<file path="src/rtl/cache_refill.sv">
// Block-refill engine: fetches every word of a missing cache block over a
// req/ack memory handshake and writes each word into the cache data array,
// then pulses done to advance the cache controller.
module cache_refill #(
  parameter int unsigned ADDR_W     = 32,
  parameter int unsigned DATA_W     = 32,
  parameter int unsigned WORDS_LOG2 = 2,
  parameter int unsigned BYTE_OFF   = 2
) (
  input  logic                  clk,
  input  logic                  reset,
  input  logic                  start,
  input  logic [ADDR_W-1:0]     blk_addr,
  output logic                  mem_req,
  output logic [ADDR_W-1:0]     mem_addr,
  input  logic                  mem_ack,
  input  logic [DATA_W-1:0]     mem_rdata,
  output logic                  wr_en,
  output logic [WORDS_LOG2-1:0] wr_word,
  output logic [DATA_W-1:0]     wr_data,
  output logic                  busy,
  output logic                  done
);

  localparam int unsigned OFF_W = WORDS_LOG2 + BYTE_OFF;
  // Clears the word and byte offset fields so base is block-aligned.
  localparam logic [ADDR_W-1:0] BASE_MASK = {ADDR_W{1'b1}} << OFF_W;
  localparam logic [WORDS_LOG2-1:0] LAST_WORD = {WORDS_LOG2{1'b1}};

  typedef enum logic [1:0] {
    StIdle  = 2'd0,
    StReq   = 2'd1,
    StWrite = 2'd2,
    StDone  = 2'd3
  } state_e;

  state_e                state_q, state_d;
  logic [WORDS_LOG2-1:0] cnt_q, cnt_d;
  logic [ADDR_W-1:0]     base_q, base_d;
  logic [DATA_W-1:0]     data_q, data_d;

  // State, counter, latched base and captured word registers.
  always_ff @(posedge clk or posedge reset) begin
    if (reset) begin
      state_q <= StIdle;
      cnt_q   <= '0;
      base_q  <= '0;
      data_q  <= '0;
    end else begin
      state_q <= state_d;
      cnt_q   <= cnt_d;
      base_q  <= base_d;
      data_q  <= data_d;
    end
  end

  // Next-state logic; start and mem_ack are only looked at in the states that own them.
  always_comb begin
    state_d = state_q;
    cnt_d   = cnt_q;
    base_d  = base_q;
    data_d  = data_q;
    unique case (state_q)
      StIdle: begin
        if (start) begin
          base_d  = blk_addr & BASE_MASK;
          cnt_d   = '0;
          state_d = StReq;
        end
      end
      StReq: begin
        if (mem_ack) begin
          data_d  = mem_rdata;
          state_d = StWrite;
        end
      end
      StWrite: begin
        if (cnt_q == LAST_WORD) begin
          state_d = StDone;
        end else begin
          cnt_d   = cnt_q + 1'b1;
          state_d = StReq;
        end
      end
      StDone: begin
        state_d = StIdle;
      end
      default: state_d = StIdle;
    endcase
  end

  // Outputs decoded purely from registered state, so nothing follows mem_ack or start directly.
  always_comb begin
    mem_req  = (state_q == StReq);
    mem_addr = '0;
    if (state_q == StReq) begin
      mem_addr = base_q + (ADDR_W'(cnt_q) << BYTE_OFF);
    end
    wr_en   = (state_q == StWrite);
    wr_word = cnt_q;
    wr_data = data_q;
    busy    = (state_q != StIdle);
    done    = (state_q == StDone);
  end

endmodule

</file>
<file path="config.mk">
export PLATFORM = sky130hd
export DESIGN_NAME = cache_refill
export DESIGN_NICKNAME = d
export VERILOG_FILES = /design/src/rtl/cache_refill.sv
export SDC_FILE = /design/constraint.sdc
export NUM_CORES = 1
export LEC_CHECK = 0
export CORE_ASPECT_RATIO = 1.1
export CORE_MARGIN = 2
export CORE_UTILIZATION = 41
export DETAILED_ROUTE_END_ITERATION = 7
export HOLD_SLACK_MARGIN = 0.06
export PLACE_DENSITY = 0.8
export SKIP_LAST_GASP = 1
export SLEW_MARGIN = 5
export SYNTH_ARGS = -nofsm -noshare
export SYNTH_HDL_FRONTEND = slang
export SYNTH_SLANG_ARGS = --single-unit
</file>
<file path="constraint.sdc">
create_clock -name clk -period 2.95 [get_ports clk]
set_input_delay 0.885 -clock clk [delete_from_list [all_inputs] [get_ports clk]]
set_output_delay 0.885 -clock clk [all_outputs]
set_load 0.01 [all_outputs]
</file>
==> summary.txt, run 1 <==
Status
  • Outcome: complete, no violations

CTS
  • CTS tree: yes
  • Clock Path Buffers: 2
  • CTS root buf: clkbuf_8
  • Reg clk slew, reported paths: 0.08 ns
  • Num CTS Buffers: 9
  • TritonCTS Sinks: 64
  • Hold Buf Count CTS: 0
  • H-tree depth: 3
  • Clk_lat worst skew: 0.34 ns

Logic synthesis
  • Post-Synthesis Cells: 186
  • Post-synthesis simple-gate area fraction: 9.56%
  • Compound-cell area share of the yosys netlist: 1.34%
  • Unique masters post-synth: 24
  • Sequential cell area fraction in the yosys report: 55.1%
  • Avg Inst Size Synth: 15.6 µm²
  • Post-synthesis adder-cell area fraction: 0.431%
  • Largest family of logic cells by synthesized area: multiplexers
  • Mux cell area share after synthesis: 28.4%
  • FF+latch count, synth: 64
  • XOR/XNOR share of the synthesized area: 0%
  • Synthesized area: 2910 µm²
  • Ys Warns: 0

STA
  • Hold Worst Slack: 0.497 ns
  • Worst-margin pin slew: 0.507 ns
  • Fmax: 0.358 GHz
  • Unrepaired setup endpoints after global routing: no
  • Period utilization: 94.7%
  • Clk_skew: 0.0123 ns
  • Total negative setup slack: 0 ns
  • Final setup viols: 0
  • Setup WS post-layout: 0.155 ns
  • Tmin final: 2.79 ns
  • Hold Violations, Final: 0
  • Slew HR: 66.2%
  • Max Transition Viols Final: 0

Floorplanning
  • Die height: 92.3 µm
  • I/O Pins: 138
  • Initial Util: 41.9%
  • Chip Width: 84.3 µm
  • Placeable Area: 6930 µm²
  • Row cnt: 32
  • Die footprint: 7780 µm²

Finish
  • Synthesis-to-finish area growth: 54.5%
  • Share of layout cells above drive strength 1: 26.7%
  • Fillers: 550
  • Design area: 4490 µm²
  • Inserted Diodes: 0
  • Commonest non-fill, non-tap cell in the layout: clkdlybuf4s50_1
  • Layout Cells excl Fill: 414
  • Final net count: 393
  • Commonest cells after routing, fill and taps aside: clkdlybuf4s50_1, dfrtp_1, mux2_4

Routing
  • Vias per cell: 4.67
  • Number of remaining DRC errors: 0
  • Post-Route WL: 6.11 mm
  • Routed via count: 1933
  • Initial DRC Count: 48
  • Post-DRT Antenna Nets: 0
  • DR WL/cell: 14.8 µm
  • DR pass1 iterations: 5

Power and ir drop
  • Worst vdd ir: 0.609 mV
  • Sw Pwr: 1.38 mW
  • Leak pwr: 2.02 nW
  • Sequential power share: 33.3%
  • Switching share of power: 29.1%
  • Logic gate share of total power: 50.7%
  • Internal Pwr Total: 3.35 mW
  • Pwr per Cell Area: 1050 nW/µm²
  • Clock Power Share: 16.0%

Global route
  • Initial antenna violation count: 0
  • Global route overflow: 0
  • Vias in the first global route: 2071
  • Met1 usage: 20.6%
  • Total track usage: 16.4%
  • GR Layer Usage met3: 6.30%
  • Largest net degree at the start of global routing: 33
  • Met2 Usage GRT: 26.0%
  • Grt peak-use layer: met2
  • First-pass GRT wire length: 9.96 mm

Worst hold path
  • WHS Endpoint: base_q[25]
  • Hold Path Cell Cnt: 1
  • Worst hold path type: reg -> reg
  • Hold Crit Start: base_q[25]

Worst setup path
  • Req. time, crit path: 2.07 ns
  • CP endpoint kind: output pin
  • Critical R2R Capture: base_q[30]
  • Crit path launch type: register
  • Crit. Startpoint: state_q[1]
  • Worst Setup Path Type: reg -> out
  • CP Max Fanout: 32
  • CP Data Arrival Time: 1.91 ns
  • Worst R2R Setup Slack: 1.40 ns
  • Worst R2R Path Depth: 4
  • Crit Reg-Reg Startpoint: state_q[1]

Place
  • GPL Wtd Cong: 0.711
  • Placed cell count: 395
  • Post-DP HPWL: 4.37 mm
  • Pre-CTS setup slack: 0.328 ns
  • Buffers added on ports: 131
  • Placed Area: 4260 µm²

Flow run
  • Max Cap Viol: 0
==> stage by stage <==
stage,power [mW],utilization [%]
6_report,4.73,64.8
4_1_cts,4.77,64.4
2_1_floorplan,2.88,-
3_5_place_dp,3.98,61.5
5_1_grt,5.01,64.8
3_3_place_gp,3.92,61.5
==> metal layers <==
metal / up-vias / wire length (µm)
li1: 905 / -
met1: 931 / 2630
met2: 86 / 2900
met3: 11 / 479
met4: 0 / 104
met5: - / 0
==> power groups by stage <==
stage	sequential [mW]	clock (mW)	combinational (mW)
after floorplan	1.64	0	1.24
after global routing	1.64	0.823	2.55
after global placement	1.57	0	2.35
final	1.58	0.758	2.40
after detailed placement	1.59	0	2.39
after CTS	1.59	0.781	2.40
==> cell type report <==
| type | instances | area, µm² | share of cell area, % |
|---|---|---|---|
| clock buffers | 13 | 159 | 3.54 |
| clock inverters | 3 | 40.0 | 0.892 |
| inverters | 2 | 7.51 | 0.167 |
| multi-input cells | 108 | 1170 | 26.0 |
| flip-flops and latches | 64 | 1600 | 35.7 |
| well taps | 85 | 106 | 2.37 |
| repair buffers | 139 | 1400 | 31.3 |
==> synth_stat cells <==
library cell / count / area share [%]
nand3b_4: 1 / 0.69
o21ai_0: 1 / 0.17
a22o_1: 1 / 0.30
nor3b_2: 1 / 0.43
ha_1: 1 / 0.43
nor4bb_1: 1 / 0.34
and2b_1: 1 / 0.26
mux2_4: 40 / 21
buf_12: 2 / 1.4
clkbuf_2: 2 / 0.34
a211o_1: 2 / 0.60
mux2_2: 20 / 7.8
or2_2: 1 / 0.22
inv_1: 2 / 0.26
buf_4: 2 / 0.52
buf_6: 6 / 2.3
and2_1: 31 / 6.7
buf_2: 1 / 0.17
and3_1: 2 / 0.43
conb_1: 1 / 0.13
nand2b_1: 1 / 0.22
nor4b_1: 1 / 0.30
o21bai_1: 1 / 0.26
dfrtp_1: 64 / 55
==> what timing repair did <==
item                       4_1_cts  5_1_grt
gates resized for setup          2        2
buffers inserted                 0        3
setup endpoints to repair       30       30
==> flip-flops by register name (all words and copies together) (netlist names) <==
signal / count
wr_data: 32
state_q: 2
base_q: 28
wr_word: 2
==> cells by family after synthesis <==
| logic type | Yosys count |
|---|---|
| AND/OR/NAND/NOR | 40 |
| flip-flops | 64 |
| other | 1 |
| adder cells (fa/ha/maj) | 1 |
| multiplexers | 60 |
| AO/OA/AOI/OAI | 5 |
| buffers and inverters | 15 |
==> worst max-delay path, stage by stage (launching register included) <==
cell	delay (ns)
dfrtp_2	0.44
nand2b_1	0.16
inv_1	0.08
buf_8	0.18
and2_1	0.16
clkdlybuf4s50_1	0.53
==> worst max path at each step <==
stage | end | slack [ns] | depth (start not counted)
3_3_place_gp | mem_addr[29] | 0.35 | 5
4_1_cts | mem_addr[9] | 0.04 | 5
6_report | mem_addr[29] | 0.16 | 5
3_5_place_dp | mem_addr[9] | 0.33 | 5
2_1_floorplan | base_q[10] | 0.47 | 1
5_1_grt | mem_addr[20] | 0.04 | 5
No activity file was read; power rests on OpenSTA's default activity.
==> inputs of run 2 (changes only) <==
--- a/config.mk
+++ b/config.mk
@@ -5,12 +5,13 @@
 export SDC_FILE = /design/constraint.sdc
 export NUM_CORES = 1
 export LEC_CHECK = 0
+export ABC_AREA = 0
 export CORE_ASPECT_RATIO = 1.1
 export CORE_MARGIN = 2
-export CORE_UTILIZATION = 41
+export CORE_UTILIZATION = 50
 export DETAILED_ROUTE_END_ITERATION = 7
+export DONT_BUFFER_PORTS = 1
 export HOLD_SLACK_MARGIN = 0.06
-export PLACE_DENSITY = 0.8
 export SKIP_LAST_GASP = 1
 export SLEW_MARGIN = 5
 export SYNTH_ARGS = -nofsm -noshare
==> run 2 against run 1 <==
  * Sequential share of layout area rose by 16 points
  * Total power fell by 21%
  * Count of clock-buffer cells in the layout fell by 1
  * Maximum frequency rose by 2.6%
  * Critical path type unchanged
  * Critical endpoint is now mem_addr[5]
  * Largest cell class unchanged
==> summary.txt, run 2 (synthesis results as in run 1) <==
Finish
  • Share of layout cells above drive strength 1: 42.7%
  • Design area: 3110 µm²
  • Final net count: 257
  • Synthesis-to-finish area growth: 7.19%
  • Max reg flops: 32
  • Inserted Diodes: 0
  • Commonest non-fill, non-tap cell in the layout: dfrtp_1
  • Commonest cells after routing, fill and taps aside: dfrtp_1, mux2_4, and2_1
  • Fillers: 484

Worst setup path
  • Crit path launch type: register
  • Worst Setup Path Type: reg -> out
  • CP Data Arrival Time: 1.84 ns
  • Req. time, crit path: 2.07 ns
  • CP Max Fanout: 32
  • CP endpoint kind: output pin

Routing
  • Number of remaining DRC errors: 0
  • DR WL/cell: 17.8 µm
  • Post-Route WL: 4.80 mm
  • Vias per cell: 5.28
  • DR pass1 iterations: 2
  • Routed via count: 1420
  • Initial DRC Count: 50
  • Post-DRT Antenna Nets: 0

Global route
  • First-pass GRT wire length: 7.69 mm
  • Initial antenna violation count: 0
  • Vias in the first global route: 1493
  • Total track usage: 15.6%
  • Largest net degree at the start of global routing: 34
  • Global route overflow: 0

STA
  • Tmin final: 2.72 ns
  • Final setup viols: 0
  • Hold Violations, Final: 0
  • Slew HR: 53.7%
  • Max Transition Viols Final: 0
  • Total negative setup slack: 0 ns
  • Worst-margin pin slew: 0.694 ns
  • Clk_skew: 0.00909 ns
  • Period utilization: 92.3%
  • Hold Worst Slack: 0.499 ns
  • Fmax: 0.367 GHz
  • Unrepaired setup endpoints after global routing: no

CTS
  • Reg clk slew, reported paths: 0.07 ns
  • H-tree depth: 3
  • Hold Buf Count CTS: 0
  • Num CTS Buffers: 9
  • CTS tree: yes
  • Clk_lat worst skew: 0.32 ns
  • CTS root buf: clkbuf_8
  • TritonCTS Sinks: 64
  • Clock Path Buffers: 2
  • Resized Gates After CTS: 0
  • Setup bufs post-CTS: 0

Flow run
  • Max Cap Viol: 0

Place
  • GPL Wtd Cong: 0.668
  • Buffers added on ports: 0
  • Post-DP HPWL: 3.55 mm
  • Placed Area: 2910 µm²

Power and ir drop
  • Sw Pwr: 1.21 mW
  • Switching share of power: 32.4%
  • Worst vdd ir: 0.581 mV
  • Tot Pwr: 3.75 mW
  • Pwr per Cell Area: 1200 nW/µm²
  • Logic gate share of total power: 33.3%
  • Internal Pwr Total: 2.53 mW
  • Sequential power share: 46.8%
  • Clock Power Share: 19.9%
  • Leak pwr: 1.50 nW

Floorplanning
  • Die footprint: 6440 µm²
  • Die height: 83.9 µm
  • Row cnt: 29
  • Chip Width: 76.7 µm
  • Placeable Area: 5700 µm²
  • I/O Pins: 138
  • Initial Util: 51.0%

Worst hold path
  • Worst hold path type: reg -> reg

Status
  • Outcome: complete, no violations
[run 2: worst paths after layout]
kind / from / endpoint / slack, ns / depth (start not counted)
min in group asynchronous: reset / wr_data[21] / 0.54 / 1
worst max register to register: state_q[0] / wr_data[8] / 1.25 / 2
worst max-delay path: state_q[1] / mem_addr[5] / 0.23 / 3
max in group asynchronous: reset / base_q[22] / 1.81 / 2
worst min-delay path: base_q[27] / base_q[27] / 0.50 / 1
worst min register to register: base_q[27] / base_q[27] / 0.50 / 1
[run 2: layout make-up]
class,count,area (µm²),share of cell area [%]
Clock buffer,12,165,5.30
Inverter,2,7.51,0.241
Timing Repair Buffer,3,35.0,1.12
Tap cell,77,96.3,3.09
Sequential cell,64,1600,51.4
Multi-Input combinational cell,108,1170,37.5
Clock inverter,3,40.0,1.29
[run 2: metal layers]
| layer | track usage, % | vias up | wire, µm |
|---|---|---|---|
| met4 | 9.26 | 0 | 108 |
| li1 | - | 626 | - |
| met2 | 23.3 | 86 | 2340 |
| met1 | 18.2 | 696 | 1870 |
| met5 | 0 | - | 0 |
| met3 | 7.25 | 12 | 472 |
[run 2: through the flow]
step | instances | utilization, % | setup WS [ns]
floorplan | 187 | - | 0.467
global placement | 254 | 51.1 | 0.595
detailed placement | 254 | 51.1 | 0.530
CTS | 269 | 54.7 | 0.152
global route | 269 | 54.7 | 0.0442
finish | 269 | 54.7 | 0.227
[run 2: worst max-delay path: stages, from the launching register on]
cell and delay [ns]:
dfrtp_1 0.49, nand2b_1 0.21, inv_1 0.52, and2_1 0.29
[run 2: power groups by stage]
stage	registers, mW	logic, mW	clock network (mW)
finish	1.75	1.25	0.744
global route	1.82	1.35	0.816
CTS	1.77	1.27	0.771
detailed placement	1.77	1.28	0
floorplan	1.64	1.24	0
global placement	1.75	1.24	0
